[src/rtl/prog_loader_if.sv]
// Stream-in and fetch-out signal bundle for the program loader.
// master: the side that feeds program bytes and issues fetches.
// slave: the loader itself.
interface prog_loader_if #(
   parameter int ADDR_W = 4,
   parameter int DATA_W = 8
);
   logic [DATA_W-1:0] in_data;
   logic              in_valid;
   logic              in_ready;
   logic              fetch_en;
   logic [ADDR_W-1:0] fetch_addr;
   logic [DATA_W-1:0] fetch_data;
   logic              fetch_valid;

   modport master (
      output in_data, in_valid, fetch_en, fetch_addr,
      input  in_ready, fetch_data, fetch_valid
   );

   modport slave (
      input  in_data, in_valid, fetch_en, fetch_addr,
      output in_ready, fetch_data, fetch_valid
   );
endinterface

[src/rtl/prog_loader.sv]
// Program loader for the tiny accumulator processor.
// Accepts a length-prefixed, checksummed byte stream, stores it in a small
// instruction RAM (unused slots hold the halt opcode), and keeps the
// processor disabled until a load completes with a good checksum. While
// running, the RAM serves instruction fetches with one cycle of latency.
module prog_loader #(
   parameter int                ADDR_W  = 4,
   parameter int                DATA_W  = 8,
   parameter logic [DATA_W-1:0] HALT_OP = 8'h0F
) (
   input  logic              clk,
   input  logic              pc_reset,
   input  logic              load_start,
   prog_loader_if.slave      bus,
   output logic              run,
   output logic              busy,
   output logic              error,
   output logic [ADDR_W:0]   load_count
);

   localparam int                DEPTH   = 2 ** ADDR_W;
   localparam logic [DATA_W-1:0] DEPTH_B = DATA_W'(DEPTH);

   typedef enum logic [2:0] {
      IDLE  = 3'd0,
      CLEAR = 3'd1,
      LEN   = 3'd2,
      DATA  = 3'd3,
      CSUM  = 3'd4,
      RUN   = 3'd5,
      ERROR = 3'd6
   } state_t;

   state_t            state_reg, state_next;
   logic [ADDR_W-1:0] clear_ptr_reg, clear_ptr_next;
   logic [ADDR_W:0]   count_reg, count_next;
   logic [ADDR_W:0]   count_inc;
   logic [ADDR_W:0]   len_reg, len_next;
   logic [DATA_W-1:0] acc_reg, acc_next;
   logic [DATA_W-1:0] sum_byte;

   logic              in_ready_reg;
   logic              run_reg;
   logic              busy_reg;
   logic              error_reg;
   logic              fetch_valid_reg;
   logic [DATA_W-1:0] fetch_data_reg;

   logic              accept;
   logic              ram_we;
   logic [ADDR_W-1:0] ram_waddr;
   logic [DATA_W-1:0] ram_wdata;

   logic [DATA_W-1:0] ram [DEPTH];

   // in_ready is a registered decode of the state, so a transfer is simply
   // in_valid during a cycle in which in_ready is already high.
   assign accept    = bus.in_valid && in_ready_reg;
   assign count_inc = count_reg + 1'b1;
   assign sum_byte  = acc_reg + bus.in_data;

   // Next-state, RAM write port and loader bookkeeping.
   always_comb begin
      state_next     = state_reg;
      clear_ptr_next = clear_ptr_reg;
      count_next     = count_reg;
      len_next       = len_reg;
      acc_next       = acc_reg;
      ram_we         = 1'b0;
      ram_waddr      = clear_ptr_reg;
      ram_wdata      = HALT_OP;

      case (state_reg)
         IDLE, RUN, ERROR: begin
            if (load_start) begin
               state_next     = CLEAR;
               clear_ptr_next = '0;
               count_next     = '0;
               acc_next       = '0;
            end
         end

         CLEAR: begin
            // Wipe every slot to halt so a short program ends cleanly.
            ram_we         = 1'b1;
            ram_waddr      = clear_ptr_reg;
            ram_wdata      = HALT_OP;
            clear_ptr_next = clear_ptr_reg + 1'b1;
            if (clear_ptr_reg == '1) begin
               state_next = LEN;
            end
         end

         LEN: begin
            if (accept) begin
               if ((bus.in_data != '0) && (bus.in_data <= DEPTH_B)) begin
                  len_next   = bus.in_data[ADDR_W:0];
                  count_next = '0;
                  state_next = DATA;
               end else begin
                  state_next = ERROR;
               end
            end
         end

         DATA: begin
            if (accept) begin
               ram_we     = 1'b1;
               ram_waddr  = count_reg[ADDR_W-1:0];
               ram_wdata  = bus.in_data;
               count_next = count_inc;
               acc_next   = sum_byte;
               if (count_inc == len_reg) begin
                  state_next = CSUM;
               end
            end
         end

         CSUM: begin
            if (accept) begin
               if (sum_byte == '0) begin
                  state_next = RUN;
               end else begin
                  state_next = ERROR;
               end
            end
         end

         default: begin
            state_next = IDLE;
         end
      endcase
   end

   // State and loader registers; status outputs are decoded from the next state
   // so they line up with the state they describe.
   always_ff @(posedge clk) begin
      if (pc_reset) begin
         state_reg     <= IDLE;
         clear_ptr_reg <= '0;
         count_reg     <= '0;
         len_reg       <= '0;
         acc_reg       <= '0;
         in_ready_reg  <= 1'b0;
         run_reg       <= 1'b0;
         busy_reg      <= 1'b0;
         error_reg     <= 1'b0;
      end else begin
         state_reg     <= state_next;
         clear_ptr_reg <= clear_ptr_next;
         count_reg     <= count_next;
         len_reg       <= len_next;
         acc_reg       <= acc_next;
         in_ready_reg  <= (state_next == LEN) || (state_next == DATA) ||
                          (state_next == CSUM);
         run_reg       <= (state_next == RUN);
         busy_reg      <= (state_next == CLEAR) || (state_next == LEN) ||
                          (state_next == DATA) || (state_next == CSUM);
         error_reg     <= (state_next == ERROR);
      end
   end

   // Instruction RAM write port; contents survive reset on purpose.
   always_ff @(posedge clk) begin
      if (ram_we) begin
         ram[ram_waddr] <= ram_wdata;
      end
   end

   // Registered fetch port. A fetch arriving with load_start is dropped
   // because the processor is being taken out of RUN on that same edge.
   always_ff @(posedge clk) begin
      if (pc_reset) begin
         fetch_valid_reg <= 1'b0;
         fetch_data_reg  <= HALT_OP;
      end else if (state_next != RUN) begin
         fetch_valid_reg <= 1'b0;
         fetch_data_reg  <= HALT_OP;
      end else if ((state_reg == RUN) && bus.fetch_en) begin
         fetch_valid_reg <= 1'b1;
         fetch_data_reg  <= ram[bus.fetch_addr];
      end else begin
         fetch_valid_reg <= 1'b0;
      end
   end

   assign bus.in_ready    = in_ready_reg;
   assign bus.fetch_valid = fetch_valid_reg;
   assign bus.fetch_data  = fetch_data_reg;
   assign run             = run_reg;
   assign busy            = busy_reg;
   assign error           = error_reg;
   assign load_count      = count_reg;

endmodule

[src/flat_wrapper.sv]
// flat-port wrapper written by rule: the top's interface ports become plain ports
module prog_loader_flat 
#(
   parameter int                ADDR_W  = 4,
   parameter int                DATA_W  = 8,
   parameter logic [DATA_W-1:0] HALT_OP = 8'h0F
)
  (clk, pc_reset, load_start, run, busy, error, load_count, bus_in_data, bus_in_valid, bus_fetch_en, bus_fetch_addr, bus_in_ready, bus_fetch_data, bus_fetch_valid);
  prog_loader_if #(.ADDR_W(ADDR_W), .DATA_W(DATA_W)) bus_i ();
  input  logic clk;
  input  logic pc_reset;
  input  logic load_start;
  output logic run;
  output logic busy;
  output logic error;
  output logic [ADDR_W:0] load_count;
  input wire logic [$bits(bus_i.in_data)-1:0] bus_in_data;
  input wire logic [$bits(bus_i.in_valid)-1:0] bus_in_valid;
  input wire logic [$bits(bus_i.fetch_en)-1:0] bus_fetch_en;
  input wire logic [$bits(bus_i.fetch_addr)-1:0] bus_fetch_addr;
  output wire logic [$bits(bus_i.in_ready)-1:0] bus_in_ready;
  output wire logic [$bits(bus_i.fetch_data)-1:0] bus_fetch_data;
  output wire logic [$bits(bus_i.fetch_valid)-1:0] bus_fetch_valid;
  assign bus_i.in_data = bus_in_data;
  assign bus_i.in_valid = bus_in_valid;
  assign bus_i.fetch_en = bus_fetch_en;
  assign bus_i.fetch_addr = bus_fetch_addr;
  assign bus_in_ready = bus_i.in_ready;
  assign bus_fetch_data = bus_i.fetch_data;
  assign bus_fetch_valid = bus_i.fetch_valid;
  prog_loader #(.ADDR_W(ADDR_W), .DATA_W(DATA_W), .HALT_OP(HALT_OP)) u_core (.clk(clk), .pc_reset(pc_reset), .load_start(load_start), .bus(bus_i), .run(run), .busy(busy), .error(error), .load_count(load_count));
endmodule
[config.mk]
export PLATFORM = sky130hd
export DESIGN_NAME = prog_loader_flat
export DESIGN_NICKNAME = d
export VERILOG_FILES = /design/src/rtl/prog_loader_if.sv /design/src/rtl/prog_loader.sv /design/src/flat_wrapper.sv
export SDC_FILE = /design/constraint.sdc
export NUM_CORES = 1
export LEC_CHECK = 0
export ABC_AREA = 1
export CAP_MARGIN = 20
export CORE_UTILIZATION = 23
export DETAILED_ROUTE_END_ITERATION = 12
export RECOVER_POWER = 50
export SETUP_SLACK_MARGIN = 0.3
export SYNTH_ARGS = -nofsm -noshare
export SYNTH_HDL_FRONTEND = slang
export SYNTH_SLANG_ARGS = --single-unit
[constraint.sdc]
create_clock -name clk -period 2.2 [get_ports clk]
set_clock_uncertainty 0.2 [all_clocks]
set_input_delay 0.22 -clock clk [delete_from_list [all_inputs] [get_ports clk]]
set_output_delay 0.22 -clock clk [all_outputs]
set_load 0.01 [all_outputs]
* Word-level counts from Yosys, hierarchy flattened *
Memory sizes are Yosys's and may differ from the RTL's. A register that Yosys moved wholly into a read port is not among the register bits.
Index checks and enable logic that the tools add are counted.

cells by class
  eq/ne operators = 19
  add/subtract/negate cells = 3
  order comparisons = 1
  multiplexer cells = 28
  reduce and logical (&&, ||, !) cells = 20

operator list
  kind                                                                              number
  8-bit 2-to-1 mux                                                                  4
  3-bit 2-to-1 mux                                                                  7
  5-bit 2-to-1 mux                                                                  4
  3-bit equality test, second input constant                                        6
  8-bit case mux with 2 select lines                                                1
  3-bit case mux with 5 select lines                                                1
  5-bit case mux with 3 select lines                                                1
  3-bit by 2-bit equality test with 1-bit output, second input constant             4
  4-bit 2-to-1 mux                                                                  3
  8-bit adder                                                                       1
  8-bit by 5-bit less-or-equal comparator with 1-bit output, second input constant  1
  8-bit logical NOT                                                                 1
  4-bit case mux with 2 select lines                                                1
  8-bit nonzero test                                                                1
  3-bit by 1-bit equality test with 1-bit output, second input constant             2
  2-bit by 1-bit != test with 1-bit output, second input constant                   3
  3-bit AND reduction                                                               2
  5-bit by 1-bit adder with 5-bit output, second input constant                     1
  5-bit equality test                                                               1
  1-bit logical OR                                                                  5
  5-bit AND reduction                                                               1
  4-bit by 1-bit adder with 4-bit output, second input constant                     1
  4-bit equality test, second input constant                                        1
  1-bit 2-to-1 mux                                                                  4
  11 further kinds                                                                  14

storage, ports and cells
  input bits = 17
  register bits = 30
  bits in writable memories = 128
  memories kept = 1

memories
  memory      words  bits a word  read ports  clocked after Yosys merged registers in  write ports  RTL line           RTL
  u_core.ram  16     8            1           1                                        1            prog_loader.sv:54  logic [DATA_W-1:0] ram [DEPTH];

* Depth between registers and ports, before layout *
Gate-level depths: netlist of run 1.

  depth in word-level cells = 9
  gate-level depth with buffers = 16

* Worst setup path after synthesis of run 1 *
OpenSTA, ideal clock, no wires.

  path type = register to register
  from = register u_core.state_reg[1]
  to = memory u_core.ram[1][0] (enable)
  period minus slack after synthesis = 2.349 ns
  cell stages (with the launch flop) = 11
  required time = 1.630 ns
  data arrival time = 1.779 ns
  slack = -0.149 ns
  library setup time = 0.370 ns
  cells stage by stage = dfxtp_1 nand2_2 nor2_4 inv_4 nor2_8 buf_6 nor2_2 or2_4 clkinv_2 nand3_2 nor2_1

between the ends
  cells in the longest elaborated chain, start to end = 4
  elaborated cells on any way between the ends = 6
  classes of those cells = eq/ne (2); mux (4)

ends and longest elaborated chain
  element                                                                                                           RTL line            RTL
  from (decl)                                                                                                       prog_loader.sv:34   state_t state_reg, state_next;
  from (signal assigned)                                                                                            prog_loader.sv:149  state_reg <= state_next;
  3-bit by 2-bit equality test with 1-bit output or 3-bit by 1-bit equality test with 1-bit output (tied branches)  prog_loader.sv:73   case (state_reg)
  1-bit case mux with 2 select lines                                                                                prog_loader.sv:73
  1-bit 2-to-1 mux                                                                                                  prog_loader.sv:165  if (ram_we) begin
  1-bit 2-to-1 mux (implied by the code)                                                                            prog_loader.sv:166  ram[ram_waddr] <= ram_wdata;
  to (decl)                                                                                                         prog_loader.sv:54

Several ways; a longest one is shown, not always the timed one.

* Final worst setup path of run 1 *
  from = register u_core.acc_reg[0]
  to = register u_core.state_reg[1]

between the ends
  cells in the longest elaborated chain, start to end = 5

ends and longest elaborated chain
  element                             RTL line            RTL
  from (decl)                         prog_loader.sv:39   logic [DATA_W-1:0] acc_reg, acc_next;
  from (signal assigned)              prog_loader.sv:153  acc_reg <= acc_next;
  8-bit adder                         prog_loader.sv:60   assign sum_byte = acc_reg + bus.in_data;
  8-bit logical NOT                   prog_loader.sv:121  if (sum_byte == '0) begin
  2-bit 2-to-1 mux                    prog_loader.sv:121
  3-bit 2-to-1 mux                    prog_loader.sv:120  if (accept) begin
  3-bit case mux with 5 select lines  prog_loader.sv:73

Every way passes these cells.
A chain may end at the register's enable or synchronous reset.

==> qor.csv, run 1 <==
metric;value;unit
CP max stage cell;fa_2;
total overflow reported by the global router;0;
Overall Global Routing Usage;11.68;%
# Max-Cap Violations;0;
leading cell type in the layout, fill and taps excluded;edfxtp_1;
H-tree levels;4;
RSZ-0062 raised after global routing;true;
crit-path most repeated cell;nor2_1;
ANT nets after route;0;
kind of critical path;register to register;
CP top delay family;simple AND/OR/NAND/NOR gates;
worst skew pair latency;0.43;ns
R2R Setup Slk;-0.08;ns
FF-to-FF path depth;13;
Synth warnings;0;
nets;882;
failing checks;setup timing;
initial antenna violation count;0;
clk buf depth;2;
post-synthesis instance total;731;
Reg power frac;49.2;%
IR drop worst, VDD;473.0;uV
met3 wire length;707;um
DR pass1 iterations;5;
Final Util;31.94;%
Fmax;0.4389;GHz
core area;0.03156;mm^2
Min-Delay Path Depth;2;
Buf+Inv Stages, Crit Path;1;
crit start category;register;
Rel. slew slack;52.18;%
routed wire length on met2;9226;um
Die ar.;0.03275;mm^2
Max Fanout on Critical Path;4;
pwr/cell area;680.9;mW/mm^2
reg2reg start;u_core.acc_reg[0]$_SDFFE_PP0P_;
min Tclk post-route;2.278;ns
final setup vio count;12;
Area after DPL;0.009060;mm^2
Comb power frac;9.0;%
hold-critical path endpoint;u_core.acc_reg[3]$_SDFFE_PP0P_;
total nets after synthesis;758;
Crit path arrival time;2.39;ns
Pleak;3.664;nW
I/O Buffers;34;
DRC errors left;0;
Psw;1.633;mW
Worst setup EP type;register;
placed cell count;1218;
Detailed Place HPWL;12520;um
Finished Layout Cells;1270;
initial DRC count;500;
IO Pins;35;
first-pass GRT wire length;29870;um
sequential element share of the synthesized area;62.50;%
switching share of total power;23.79;%
most frequent cells in the layout;128 x edfxtp_1, 99 x nor2_1, 94 x nand2_1;
final instance area;0.01008;mm^2
Period Utilization, post-route;103.6;%
gp weighted congestion;0.8249;
CTS Hold Buffers Added;0;
final setup margin;-0.07836;ns
share of cells above drive strength 1;24.65;%
WL final;18860;um
number of global-route vias before repair;5606;
CP required;2.31;ns
reg2reg end;u_core.state_reg[1]$_SDFF_PP0_;
CTS clock-pin slew for the worst setup and hold paths;0.07;ns
slew of the pin with the lowest slew margin;0.7173;ns
status;finished, violations left;
Worst Hold Class;register to register;
max layer used;met4;
vias per inst;4.539;
Die H;181.0;um
Clock power frac;41.8;%
average size of a mapped cell;10.08;um^2
Cell variety after synth;38;
routed via count;5764;
max reg flops;128;
setup TNS;-0.4681;ns
FP Rows;65;
Die Wd;181.0;um
Syn Std Cell Area;0.007367;mm^2
cts bufs inserted;17;
critical-path cell list;ha_4 -> fa_2 -> nor2_1 -> nand2_1 -> nor2_2 -> nand3_1 -> nor2_1 -> nand2_1 -> nor2_2 -> nor2_1 -> nor2_2 -> buf_4 -> nor2_1;
Num Clock Sinks;166;
CTS root buf;clkbuf_16;
CTS tree;done;
Final Hold Viols;0;
total internal power;5.231;mW
M1 wire length;8788;um
Starting Density;23.35;%
FF+latch count, synth;166;
P&R area growth vs syn;36.82;%
wire per inst;14.85;um
largest net degree at the start of global routing;65;
CP max stage delay;0.46;ns
Hold Startpoint;u_core.acc_reg[3]$_SDFFE_PP0P_;
antenna cells;0;
pins over their slew limit;0;
[worst max-delay path by stage]
stage | start | end | slack, ns | cells after the start
detailed placement | bus_in_data[0] | u_core.bus.fetch_data[2]$_SDFFE_PP1P_ | -0.54 | 15
finish | u_core.acc_reg[0]$_SDFFE_PP0P_ | u_core.state_reg[1]$_SDFF_PP0_ | -0.08 | 13
global route | u_core.acc_reg[0]$_SDFFE_PP0P_ | u_core.busy$_SDFF_PP0_ | -0.25 | 14
CTS | u_core.acc_reg[0]$_SDFFE_PP0P_ | u_core.busy$_SDFF_PP0_ | -0.08 | 14
global placement | bus_in_data[0] | u_core.busy$_SDFF_PP0_ | -0.51 | 15
floorplan | u_core.state_reg[1]$_SDFF_PP0_ | u_core.ram[13][0]$_DFFE_PP_ | 0.02 | 10
[layer usage]
metal / track usage [%] / vias up
li1: - / 2834
met1: 15.10 / 2772
met2: 19.88 / 140
met3: 2.318 / 18
met4: 3.017 / 0
met5: 0 / -
[cells by family (layout without fill, tap and decap cells)]
logic type	Yosys count	count (layout)	synth area share (%)
AOI/OAI and AO/OA	163	163	13.01
xor gates and xnor gates	2	2	0.2378
adders and majority gates	10	10	1.800
buffers and inverters	80	216	4.246
DFF	166	166	62.50
and+or+nand+nor	310	311	18.21
[stage by stage]
step                      total power [mW]  hold slack, ns  worst slack (ns)
after floorplan                      3.767          0.1044           0.02239
after global placement               3.998          0.2617           -0.5136
after detailed placement             4.003          0.2648           -0.5384
after CTS                            6.883          0.2755          -0.08350
after global routing                 7.101          0.2946           -0.2535
final                                6.864          0.2783          -0.07836
[what timing repair did]
item / in CTS / in global routing
endpoints found under the hold margin: 0 / 0
buffers inserted: 16 / 3
endpoints found under the setup margin: 150 / 157
pin swaps: 20 / 15
resized for setup: 32 / 34
cloned: 0 / 1
[cell usage after synthesis (all sizes together)]
cell type	instances	share of area [%]
edfxtp	128	52
a21oi	26	1.8
a211oi	2	0.20
o221ai	21	2.5
nor3	5	0.34
nor2	135	7.7
nand3b	2	0.20
dfxtp	38	10
or2	4	0.37
nand2	108	5.6
buf	4	0.32
xor2	1	0.12
o211ai	11	1.1
nand3	52	3.7
nand4	4	0.34
fa	1	0.27
clkbuf	23	1.2
o21ai	90	6.3
xnor2	1	0.12
o22ai	11	0.93
ha	9	1.5
a31oi	2	0.17
clkinv	3	0.17
inv	50	2.6
[power by group through the flow]
stage                     Sequential [mW]  Clock (mW)  Combinational [mW]
after floorplan                      3.44           0               0.322
after global placement               3.44           0               0.554
final                                3.38        2.87               0.621
after detailed placement             3.44           0               0.559
after global routing                 3.38        3.04               0.681
after CTS                            3.38        2.90               0.604
[cell type report]
type | count | area, um^2
well taps | 402 | 503.0
inverters | 53 | 210.2
fillers | 3181 | 21480
flip-flops and latches | 166 | 4611
multi-input cells | 486 | 2833
clock buffers | 19 | 442.9
clock inverters | 13 | 120.1
repair buffers | 131 | 1360
[worst register-to-register path: cells and delay by family (launching register included)]
kind / cells / cell delay (ns)
and+or+nand+nor: 10 / 0.89
adders and majority gates: 2 / 0.61
DFF: 1 / 0.35
buffers and inverters: 1 / 0.14
Power figures use the tool's default switching activity.
==> inputs of run 2 (changes only) <==
--- a/config.mk
+++ b/config.mk
@@ -7,8 +7,11 @@
 export LEC_CHECK = 0
 export ABC_AREA = 1
 export CAP_MARGIN = 20
+export CELL_PAD_IN_SITES_DETAIL_PLACEMENT = 1
+export CELL_PAD_IN_SITES_GLOBAL_PLACEMENT = 1
 export CORE_UTILIZATION = 23
 export DETAILED_ROUTE_END_ITERATION = 12
+export PLACE_DENSITY_LB_ADDON = 0.1
 export RECOVER_POWER = 50
 export SETUP_SLACK_MARGIN = 0.3
 export SYNTH_ARGS = -nofsm -noshare
==> run 2 against run 1 <==
The run still ends with setup timing left. Maximum frequency shrank 1.7%. Clock-buffer cell count shrank 1. Routed wire length grew 24%. Clock power grew 5%. Register-to-register slack lost 0.04 ns. Via count grew 3.2%. Combinational power grew 18%. Flip-flop and latch count is the same. Critical path type unchanged.
==> qor.csv, run 2 (synthesis results as in run 1) <==
metric;value;unit;change
reg2reg start;u_core.acc_reg[0]$_SDFFE_PP0P_;;unchanged
largest net degree at the start of global routing;41;;was 65
IO Pins;35;;unchanged
CTS clock-pin slew for the worst setup and hold paths;0.09;ns;was 0.07 ns
R2R Setup Slk;-0.12;ns;was -0.08 ns
kind of critical path;register to register;;unchanged
CTS root buf;clkbuf_16;;unchanged
FILL cells;3504;;was 3181
Period Utilization, post-route;105.4;%;was 103.6%
pins over their slew limit;0;;unchanged
Pleak;3.925;nW;was 3.664 nW
total overflow reported by the global router;0;;unchanged
CTS Hold Buffers Added;0;;unchanged
RSZ-0062 raised after global routing;true;;unchanged
Max Fanout on Critical Path;5;;was 4
share of cells above drive strength 1;30.61;%;was 24.65%
initial DRC count;340;;was 500
Worst Hold Class;input port to register;;was register to register
Overall Global Routing Usage;15.08;%;was 11.68%
wire per inst;17.91;um;was 14.85 um
slew of the pin with the lowest slew margin;0.4478;ns;was 0.7173 ns
max reg flops;128;;unchanged
critical-path cell list;ha_4 -> fa_2 -> nand2_2 -> nand2_2 -> nand3b_1 -> nand2_1 -> nand2_1 -> nand2_2 -> nor2_2 -> nand2_2 -> nor2_4 -> nor2_4 -> nor2_4 -> nand2_1;;was ha_4 -> fa_2 -> nor2_1 -> nand2_1 -> nor2_2 -> nand3_1 -> nor2_1 -> nand2_1 -> nor2_2 -> nor2_1 -> nor2_2 -> buf_4 -> nor2_1
Die H;181.0;um;unchanged
crit start category;register;;unchanged
Detailed Place HPWL;16800;um;was 12520 um
clk buf depth;2;;unchanged
WL final;23400;um;was 18860 um
number of global-route vias before repair;6615;;was 5606
Final Hold Viols;0;;unchanged
Num Clock Sinks;166;;unchanged
Crit path arrival time;2.44;ns;was 2.39 ns
FF/Latch Area;0.004614;mm^2;was 0.004611 mm^2
Fmax;0.4314;GHz;was 0.4389 GHz
DRC errors left;0;;unchanged
crit path from;u_core.acc_reg[0]$_SDFFE_PP0P_;;unchanged
CP required;2.32;ns;was 2.31 ns
Die ar.;0.03275;mm^2;unchanged
I/O Buffers;34;;unchanged
leading cell type in the layout, fill and taps excluded;edfxtp_1;;unchanged
first-pass GRT wire length;37080;um;was 29870 um
P&R area growth vs syn;44.84;%;was 36.82%
cts bufs inserted;17;;unchanged
antenna cells;0;;unchanged
core area;0.03156;mm^2;unchanged
# Max-Cap Violations;0;;unchanged
area of the multi-input gates;0.002968;mm^2;was 0.002833 mm^2
crit-path most repeated cell;nand2_2;;was nor2_1
Hold Startpoint;bus_fetch_en;;was u_core.acc_reg[3]$_SDFFE_PP0P_
failing checks;setup timing;;unchanged
vias per inst;4.551;;was 4.539
WHS;0.2258;ns;was 0.2783 ns
CTS tree;done;;unchanged
Rel. slew slack;70.15;%;was 52.18%
CP max stage cell;fa_2;;unchanged
final setup margin;-0.1182;ns;was -0.07836 ns
status;finished, violations left;;unchanged
routed via count;5948;;was 5764
initial antenna violation count;0;;unchanged
most frequent cells in the layout;128 x edfxtp_1, 92 x nor2_1, 89 x nand2_1;;was 128 x edfxtp_1, 99 x nor2_1, 94 x nand2_1
gp weighted congestion;0.7728;;was 0.8249
pwr/cell area;668.3;mW/mm^2;was 680.9 mW/mm^2
Final Util;33.81;%;was 31.94%
placed cell count;1248;;was 1218
Die Wd;181.0;um;unchanged
ANT nets after route;0;;unchanged
H-tree levels;4;;unchanged
FP Rows;65;;unchanged
Starting Density;23.35;%;unchanged
CP max stage delay;0.37;ns;was 0.46 ns
nets;919;;was 882
worst skew pair latency;0.45;ns;was 0.43 ns
final setup vio count;15;;was 12
IR drop worst, VDD;457.7;uV;was 473.0 uV
DR pass1 iterations;4;;was 5
Worst setup EP type;register;;unchanged
min Tclk post-route;2.318;ns;was 2.278 ns
Finished Layout Cells;1307;;was 1270
run 2: cell types whose count changed in the layout (fill, tap and decap cells not counted), moves of 6 or more:
cell,change
clkdlybuf4s50_1,-6
buf_4,+15
buf_6,+17
nor2_1,-7
nor2_2,+7
run 2: final timing paths:
kind	depth (start not counted)	end
max	14	u_core.bus.fetch_data[0]$_SDFFE_PP1P_
min	3	u_core.bus.fetch_valid$_SDFF_PP0_
max reg2reg	14	u_core.bus.fetch_data[0]$_SDFFE_PP1P_
min reg2reg	2	u_core.acc_reg[6]$_SDFFE_PP0P_
run 2: cell type report:
type                       instances  share of cell area [%]
clock buffer                      18                   4.022
clock inverter                    14                   1.524
inverter                          53                   2.169
multi-input combinational        485                   27.81
sequential                       166                   43.25
tap                              402                   4.714
timing repair buffer             169                   16.51
run 2: repair_timing:
action,4_1_cts,5_1_grt
endpoints found under the hold margin,0,0
setup buffers,22,5
endpoints found under the setup margin,156,213
gates resized for setup,82,50
pin swaps,42,29
run 2: where the power goes:
| part | internal [mW] | switching [mW] |
|---|---|---|
| combinational | 0.320 | 0.415 |
| sequential | 3.36 | 0.0131 |
| clock | 1.70 | 1.32 |
| total | 5.38 | 1.75 |
run 2: layer usage:
| layer | track usage, % | up-vias | share of wire, % | wire (um) |
|---|---|---|---|---|
| li1 | - | 2901 | - | - |
| met4 | 4.847 | 0 | 1.6 | 384 |
| met3 | 2.741 | 21 | 2.3 | 531 |
| met5 | 0 | - | 0 | 0 |
| met2 | 27.80 | 58 | 53 | 12370 |
| met1 | 17.52 | 2968 | 43 | 10120 |
run 2: stage by stage:
stage / setup slack, ns / setup TNS (ns) / area, um^2 / power (mW)
3_5_place_dp: -0.5795 / -51.37 / 9360 / 4.109
5_1_grt: -0.2800 / -8.301 / 10670 / 7.407
2_1_floorplan: 0.02239 / 0 / 7559 / 3.767
3_3_place_gp: -0.5599 / -48.04 / 9360 / 4.100
6_report: -0.1182 / -1.201 / 10670 / 7.131
4_1_cts: -0.1453 / -1.248 / 10460 / 7.187
run 2: worst max-delay path: cells and delay by family (launching register included):
| family | cells | cell delay [ns] |
|---|---|---|
| AND/OR/NAND/NOR | 12 | 1.10 |
| adder cells (fa/ha/maj) | 2 | 0.53 |
| flip-flops | 1 | 0.34 |
==> inputs of run 3 (changes only) <==
--- a/config.mk
+++ b/config.mk
@@ -6,6 +6,7 @@
 export NUM_CORES = 1
 export LEC_CHECK = 0
 export ABC_AREA = 1
+export ABC_CLOCK_PERIOD_IN_PS = 2200
 export CAP_MARGIN = 20
 export CELL_PAD_IN_SITES_DETAIL_PLACEMENT = 1
 export CELL_PAD_IN_SITES_GLOBAL_PLACEMENT = 1
==> results of run 3 <==
The final DEF is identical to that of run 2; final timing and power are the same.
